[config.mk]
export PLATFORM = sky130hd
export DESIGN_NAME = bus_arbiter
export DESIGN_NICKNAME = d
export VERILOG_FILES = /design/src/rtl/bus_arbiter_pkg.sv /design/src/rtl/bus_arbiter_channel.sv /design/src/rtl/bus_arbiter.sv
export SDC_FILE = /design/constraint.sdc
export NUM_CORES = 1
export LEC_CHECK = 0
export ABC_AREA = 0
export CAP_MARGIN = 20
export CORE_MARGIN = 2
export CORE_UTILIZATION = 35
export CTS_BUF_LIST = sky130_fd_sc_hd__clkbuf_4 sky130_fd_sc_hd__clkbuf_8
export DETAILED_ROUTE_END_ITERATION = 10
export PLACE_DENSITY = 0.6
export SLEW_MARGIN = 25
export SYNTH_ARGS = -nofsm -noshare
export SYNTH_HDL_FRONTEND = slang
export SYNTH_SLANG_ARGS = --single-unit
[constraint.sdc]
create_clock -name clock -period 1.35 [get_ports clock]
set_input_delay 0.27 -clock clock [delete_from_list [all_inputs] [get_ports clock]]
set_output_delay 0.27 -clock clock [all_outputs]
set_load 0.05 [all_outputs]
[src/rtl/bus_arbiter_pkg.sv]
// bus_arbiter_pkg: shared state encoding and round-robin helpers for the bus arbiter
package bus_arbiter_pkg;

    typedef enum logic [1:0] {IDLE, OWNED, GAP} state_t;

    typedef struct packed {
        logic       found;
        logic [3:0] idx;
    } sel_t;

    localparam int MAX_CORES = 16;

    function automatic int clog2(input int v);
        int r;
        r = 1;
        while ((1 << r) < v) r++;
        return r;
    endfunction

    // first set bit of rq searching cyclically from ptr+1 over n cores
    function automatic sel_t rr_select(input logic [MAX_CORES-1:0] rq, input logic [3:0] ptr, input int n);
        sel_t       s;
        logic [3:0] k;
        s = '0;
        for (int i = 1; i <= MAX_CORES; i++) begin
            if (i <= n) begin
                k = 4'((int'(ptr) + i) % n);
                if (rq[k] && !s.found) begin
                    s.found = 1'b1;
                    s.idx   = k;
                end
            end
        end
        return s;
    endfunction

endpackage

[src/rtl/bus_arbiter_channel.sv]
// bus_arbiter_channel: round-robin arbiter with bounded-burst preemption for one bus
module bus_arbiter_channel
    import bus_arbiter_pkg::*;
#(
    parameter int N_CORES   = 4,
    parameter int MAX_BURST = 4,
    parameter int OWNER_W   = 2
) (
    input  logic               clock,
    input  logic               reset,
    input  logic [N_CORES-1:0] rq,
    input  logic               ready,
    output logic [N_CORES-1:0] grant,
    output logic [OWNER_W-1:0] owner,
    output logic               owner_valid
);

    localparam int CNT_W = clog2(MAX_BURST + 1);

    state_t               state, state_n;
    logic [N_CORES-1:0]   grant_n;
    logic [OWNER_W-1:0]   owner_n, ptr, ptr_n;
    logic [CNT_W-1:0]     count, count_n;
    logic [MAX_CORES-1:0] rq_ext;
    sel_t                 sel;
    logic                 others, burst_done;

    assign owner_valid = (state == OWNED);

    // state, grant, owner, pointer and beat counter registers
    always_ff @(posedge clock) begin
        if (reset) begin
            state <= IDLE;
            grant <= '0;
            owner <= '0;
            ptr   <= OWNER_W'(N_CORES - 1);
            count <= '0;
        end else begin
            state <= state_n;
            grant <= grant_n;
            owner <= owner_n;
            ptr   <= ptr_n;
            count <= count_n;
        end
    end

    // next-state: grant on request, release on drop, preempt on a completing beat
    always_comb begin
        rq_ext              = '0;
        rq_ext[N_CORES-1:0] = rq;
        sel                 = rr_select(rq_ext, 4'(ptr), N_CORES);
        others              = |(rq & ~grant);
        burst_done          = (MAX_BURST > 0) && ready && (int'(count) + 1 >= MAX_BURST);
        state_n             = state;
        grant_n             = grant;
        owner_n             = owner;
        ptr_n               = ptr;
        count_n             = count;
        case (state)
            OWNED: begin
                count_n = (ready && int'(count) < MAX_BURST) ? count + 1'b1 : count;
                if (!rq[owner] || (burst_done && others)) begin
                    state_n = GAP;
                    grant_n = '0;
                end
            end
            IDLE, GAP: begin
                state_n = sel.found ? OWNED : IDLE;
                grant_n = sel.found ? N_CORES'(1) << sel.idx : '0;
                owner_n = sel.found ? OWNER_W'(sel.idx) : owner;
                ptr_n   = sel.found ? OWNER_W'(sel.idx) : ptr;
                count_n = '0;
            end
            default: begin
                state_n = IDLE;
                grant_n = '0;
            end
        endcase
    end

endmodule

[src/rtl/bus_arbiter.sv]
// bus_arbiter: independent data and instruction bus arbiters for the multi-core system
module bus_arbiter
    import bus_arbiter_pkg::*;
#(
    parameter int N_CORES   = 4,
    parameter int MAX_BURST = 4,
    parameter int OWNER_W   = 2
) (
    input  logic               clock,
    input  logic               reset,
    input  logic [N_CORES-1:0] D_Bus_RQ,
    input  logic               D_Bus_Ready,
    output logic [N_CORES-1:0] D_Bus_GRANT,
    output logic [OWNER_W-1:0] D_Owner,
    output logic               D_Owner_Valid,
    input  logic [N_CORES-1:0] I_Bus_RQ,
    input  logic               I_Bus_Ready,
    output logic [N_CORES-1:0] I_Bus_GRANT,
    output logic [OWNER_W-1:0] I_Owner,
    output logic               I_Owner_Valid
);

    bus_arbiter_channel #(.N_CORES(N_CORES), .MAX_BURST(MAX_BURST), .OWNER_W(OWNER_W)) d_chan (
        .clock       (clock),
        .reset       (reset),
        .rq          (D_Bus_RQ),
        .ready       (D_Bus_Ready),
        .grant       (D_Bus_GRANT),
        .owner       (D_Owner),
        .owner_valid (D_Owner_Valid)
    );

    bus_arbiter_channel #(.N_CORES(N_CORES), .MAX_BURST(MAX_BURST), .OWNER_W(OWNER_W)) i_chan (
        .clock       (clock),
        .reset       (reset),
        .rq          (I_Bus_RQ),
        .ready       (I_Bus_Ready),
        .grant       (I_Bus_GRANT),
        .owner       (I_Owner),
        .owner_valid (I_Owner_Valid)
    );

endmodule

==> impl_metrics.py <==
metrics = {
    "outcome": {
        "run_status": "finished, violations left",
        "violations": "negative setup slack",
    },
    "clocking": {
        "root_buffer": "clkbuf_4",
        "path_clk_slew_ps": 130,
        "insertion_delay_ps": 320,
        "cts_buffers": 3,
        "clock-sinks": 26,
        "holdBufCountCts": 0,
        "cts_tree": "built",
        "h-tree-depth": 1,
        "clockBufferDepth": 2,
    },
    "synthesis": {
        "synth_area_leaders": "dfxtp_1, nor2_1, nand2b_1",
        "seq_area_frac_synth_pct": 40.62,
        "avgSynthCellArea_um2": 8.716,
        "synth-warning-count": 0,
        "syn_nets": 161,
        "ys_seq_elements": 26,
        "synth_cells": 147,
        "yosysUniqueCellTypes": 38,
        "synthesis.area_mm2": 0.001281,
        "synth_top_area_share_pct": 40.63,
        "yosys.area.top_type": "dfxtp_1",
    },
    "pwr": {
        "finalPower_mw": 2.253,
        "ir_drop_uv": 533.3,
        "leakage_nw": 0.8829,
        "powerDensity_mw_per_mm2": 1059,
    },
    "placement": {
        "place_hpwl_um": 2525,
        "place_area_mm2": 0.001941,
        "dp_worst_setup_slack_ps": -543.7,
        "gp_routability_congestion": 0.8880,
        "numPortBuffers": 25,
    },
    "global_route": {
        "grt_usage_pct": 16.96,
        "grt_pass1_wl_um": 5678,
        "grt_max_degree": 16,
        "antenna_found_initial": 0,
        "grt_overflow_total": 0,
        "grt_pass1_vias": 1363,
    },
    "die": {
        "pin_count": 26,
        "rows": 21,
        "die_w_um": 64.51,
        "start_util_pct": 37.51,
        "dieArea_mm2": 0.004161,
        "die_h_um": 64.51,
        "core_mm2": 0.003416,
    },
    "routing": {
        "routed_wl_um": 3327,
        "via_per_inst": 5.064,
        "drt-pass1-iter-count": 4,
        "dr.first_iter.drc_count": 41,
        "wl_per_cell_um": 13.31,
        "postRouteAntennaNets": 0,
        "drc_errors": 0,
        "vias": 1266,
    },
    "timing": {
        "whs_ps": 499.0,
        "drv_slew": 0,
        "min_period_ps": 1385,
        "max_freq_mhz": 721.9,
        "setup_violations": 7,
        "tightestPinTransition_ps": 331.3,
        "fin_ws_ps": -35.25,
        "timing.final.crit_share_pct": 102.6,
        "grt_setup_unrepaired": "true",
        "skew_ps": 13.62,
        "hold_viol": 0,
        "slew-limit-headroom_pct": 77.83,
    },
    "setup_path": {
        "crit_required_ps": 1550,
        "end_kind": "flip-flop",
        "worst-path-buf-inv": 0,
        "crit_chain": "mux2i_1, nor2_1, or3_4, nor2_2, o21ai_0",
        "slowest_delay_ps": 390,
        "critical_path_class": "flip-flop to flip-flop",
        "start_kind": "flip-flop",
        "arrival_ps": 1580,
        "crit_slowest_cell": "dfxtp_4",
        "cp_top_family": "simple AND/OR/NAND/NOR gates",
        "critPathMaxFanout": 6,
    },
    "finish": {
        "multiInputGateArea_um2": 812.0,
        "regArea_um2": 561.8,
        "fin_nets": 219,
        "drive_gt1_share_pct": 45.59,
        "antenna_cells": 0,
        "final_common_cell": "buf_4",
        "fin_util_pct": 62.27,
        "layout_common_cells": "buf_4, nor2_1, dfxtp_2",
        "final.fill_count": 299,
        "design_area_mm2": 0.002127,
        "area_growth_pct": 66.02,
    },
    "run": {
        "max_cap_viol_count": 0,
    },
    "hold_path": {
        "hold_class": "flip-flop to flip-flop",
    },
}
==> cells by family (layout without fill, tap and decap cells) <==
group | count (synthesis) | after routing | synth area share [%]
xor gates and xnor gates | 2 | 2 | 1.367
and+or+nand+nor | 65 | 65 | 25.29
buffers and inverters | 9 | 66 | 2.930
DFF | 26 | 26 | 40.63
adders and majority gates | 2 | 2 | 1.953
muxes | 5 | 5 | 6.153
AOI/OAI and AO/OA | 38 | 38 | 21.68
==> through the flow <==
stage               instances  setup TNS, ps
detailed placement        241          -9181
global placement          241          -8121
finish                    250         -122.9
floorplan                 147         -458.5
global route              250         -766.2
CTS                       248         -139.2
==> state kept, by name, summed over array words and instances, names as in the netlist <==
| register | count |
|---|---|
| d_chan.grant | 4 |
| i_chan.grant | 4 |
| d_chan.count | 3 |
| i_chan.count | 3 |
| d_chan.owner | 2 |
| d_chan.ptr | 2 |
| d_chan.state | 2 |
| i_chan.owner | 2 |
| i_chan.ptr | 2 |
| i_chan.state | 2 |
==> worst paths after layout <==
| path | startpoint | endpoint | slack (ps) | cells after the start |
|---|---|---|---|---|
| min | i_chan.owner[1] | i_chan.owner[1] | 500 | 2 |
| max reg2reg | i_chan.ptr[1] | i_chan.ptr[0] | -40 | 5 |
| max | i_chan.ptr[1] | i_chan.ptr[0] | -40 | 5 |
| min reg2reg | i_chan.owner[1] | i_chan.owner[1] | 500 | 2 |
==> Yosys cell counts <==
library cell,n
o221ai_1,1
a32oi_1,1
o22ai_1,1
nor4_1,1
a22oi_1,2
a32o_1,2
o22a_1,1
o21ai_0,6
and2b_1,1
clkbuf_1,1
mux4_2,1
and2b_2,2
o31ai_1,1
a21o_1,1
or3_1,1
and3_1,1
a211o_1,2
xnor2_1,2
a31oi_1,4
and3b_1,1
nor2b_1,2
nor3b_1,4
o311a_4,1
nand3_1,1
buf_4,1
nor3_1,2
mux4_1,1
dfxtp_1,26
or2_2,1
a2111oi_4,1
ha_1,2
mux2i_1,3
nand2b_1,11
inv_1,7
o2111ai_1,1
a21oi_1,13
nor2_1,28
nand2_1,9
==> worst register-to-register path, delay by kind of cell, from the launching register on <==
family | cells | cell delay, ps
DFF | 1 | 390
AOI/OAI and AO/OA | 1 | 100
and+or+nand+nor | 3 | 600
muxes | 1 | 180
==> metal layers <==
layer  part of all wire, %  track usage, %  vias up
li1                      -               -      637
met1                    41           17.93      599
met2                    54           33.98       28
met3                   3.7           2.257        2
met4                  0.75           5.585        0
met5                     0               0        -
==> area by class of cell <==
| class | count | share of cell area (%) |
|---|---|---|
| Clock buffer | 3 | 1.059 |
| Clock inverter | 1 | 1.412 |
| Inverter | 7 | 1.235 |
| Multi-Input combinational cell | 112 | 38.18 |
| Sequential cell | 26 | 26.41 |
| Tap cell | 46 | 2.706 |
| Timing Repair Buffer | 55 | 29.00 |
==> report_power, final <==
group | switching [mW] | internal [mW] | leakage [nW]
Sequential | 0.0688 | 0.842 | 0.222
Clock | 0.225 | 0.300 | 0.0279
Combinational | 0.399 | 0.419 | 0.633
Total | 0.692 | 1.56 | 0.883
==> what timing repair did <==
item	4_1_cts	5_1_grt
setup endpoints to repair	19	17
pin swaps	7	5
buffers inserted	3	2
gates resized for setup	22	18
Note: power is estimated with default switching activity, not from simulation.
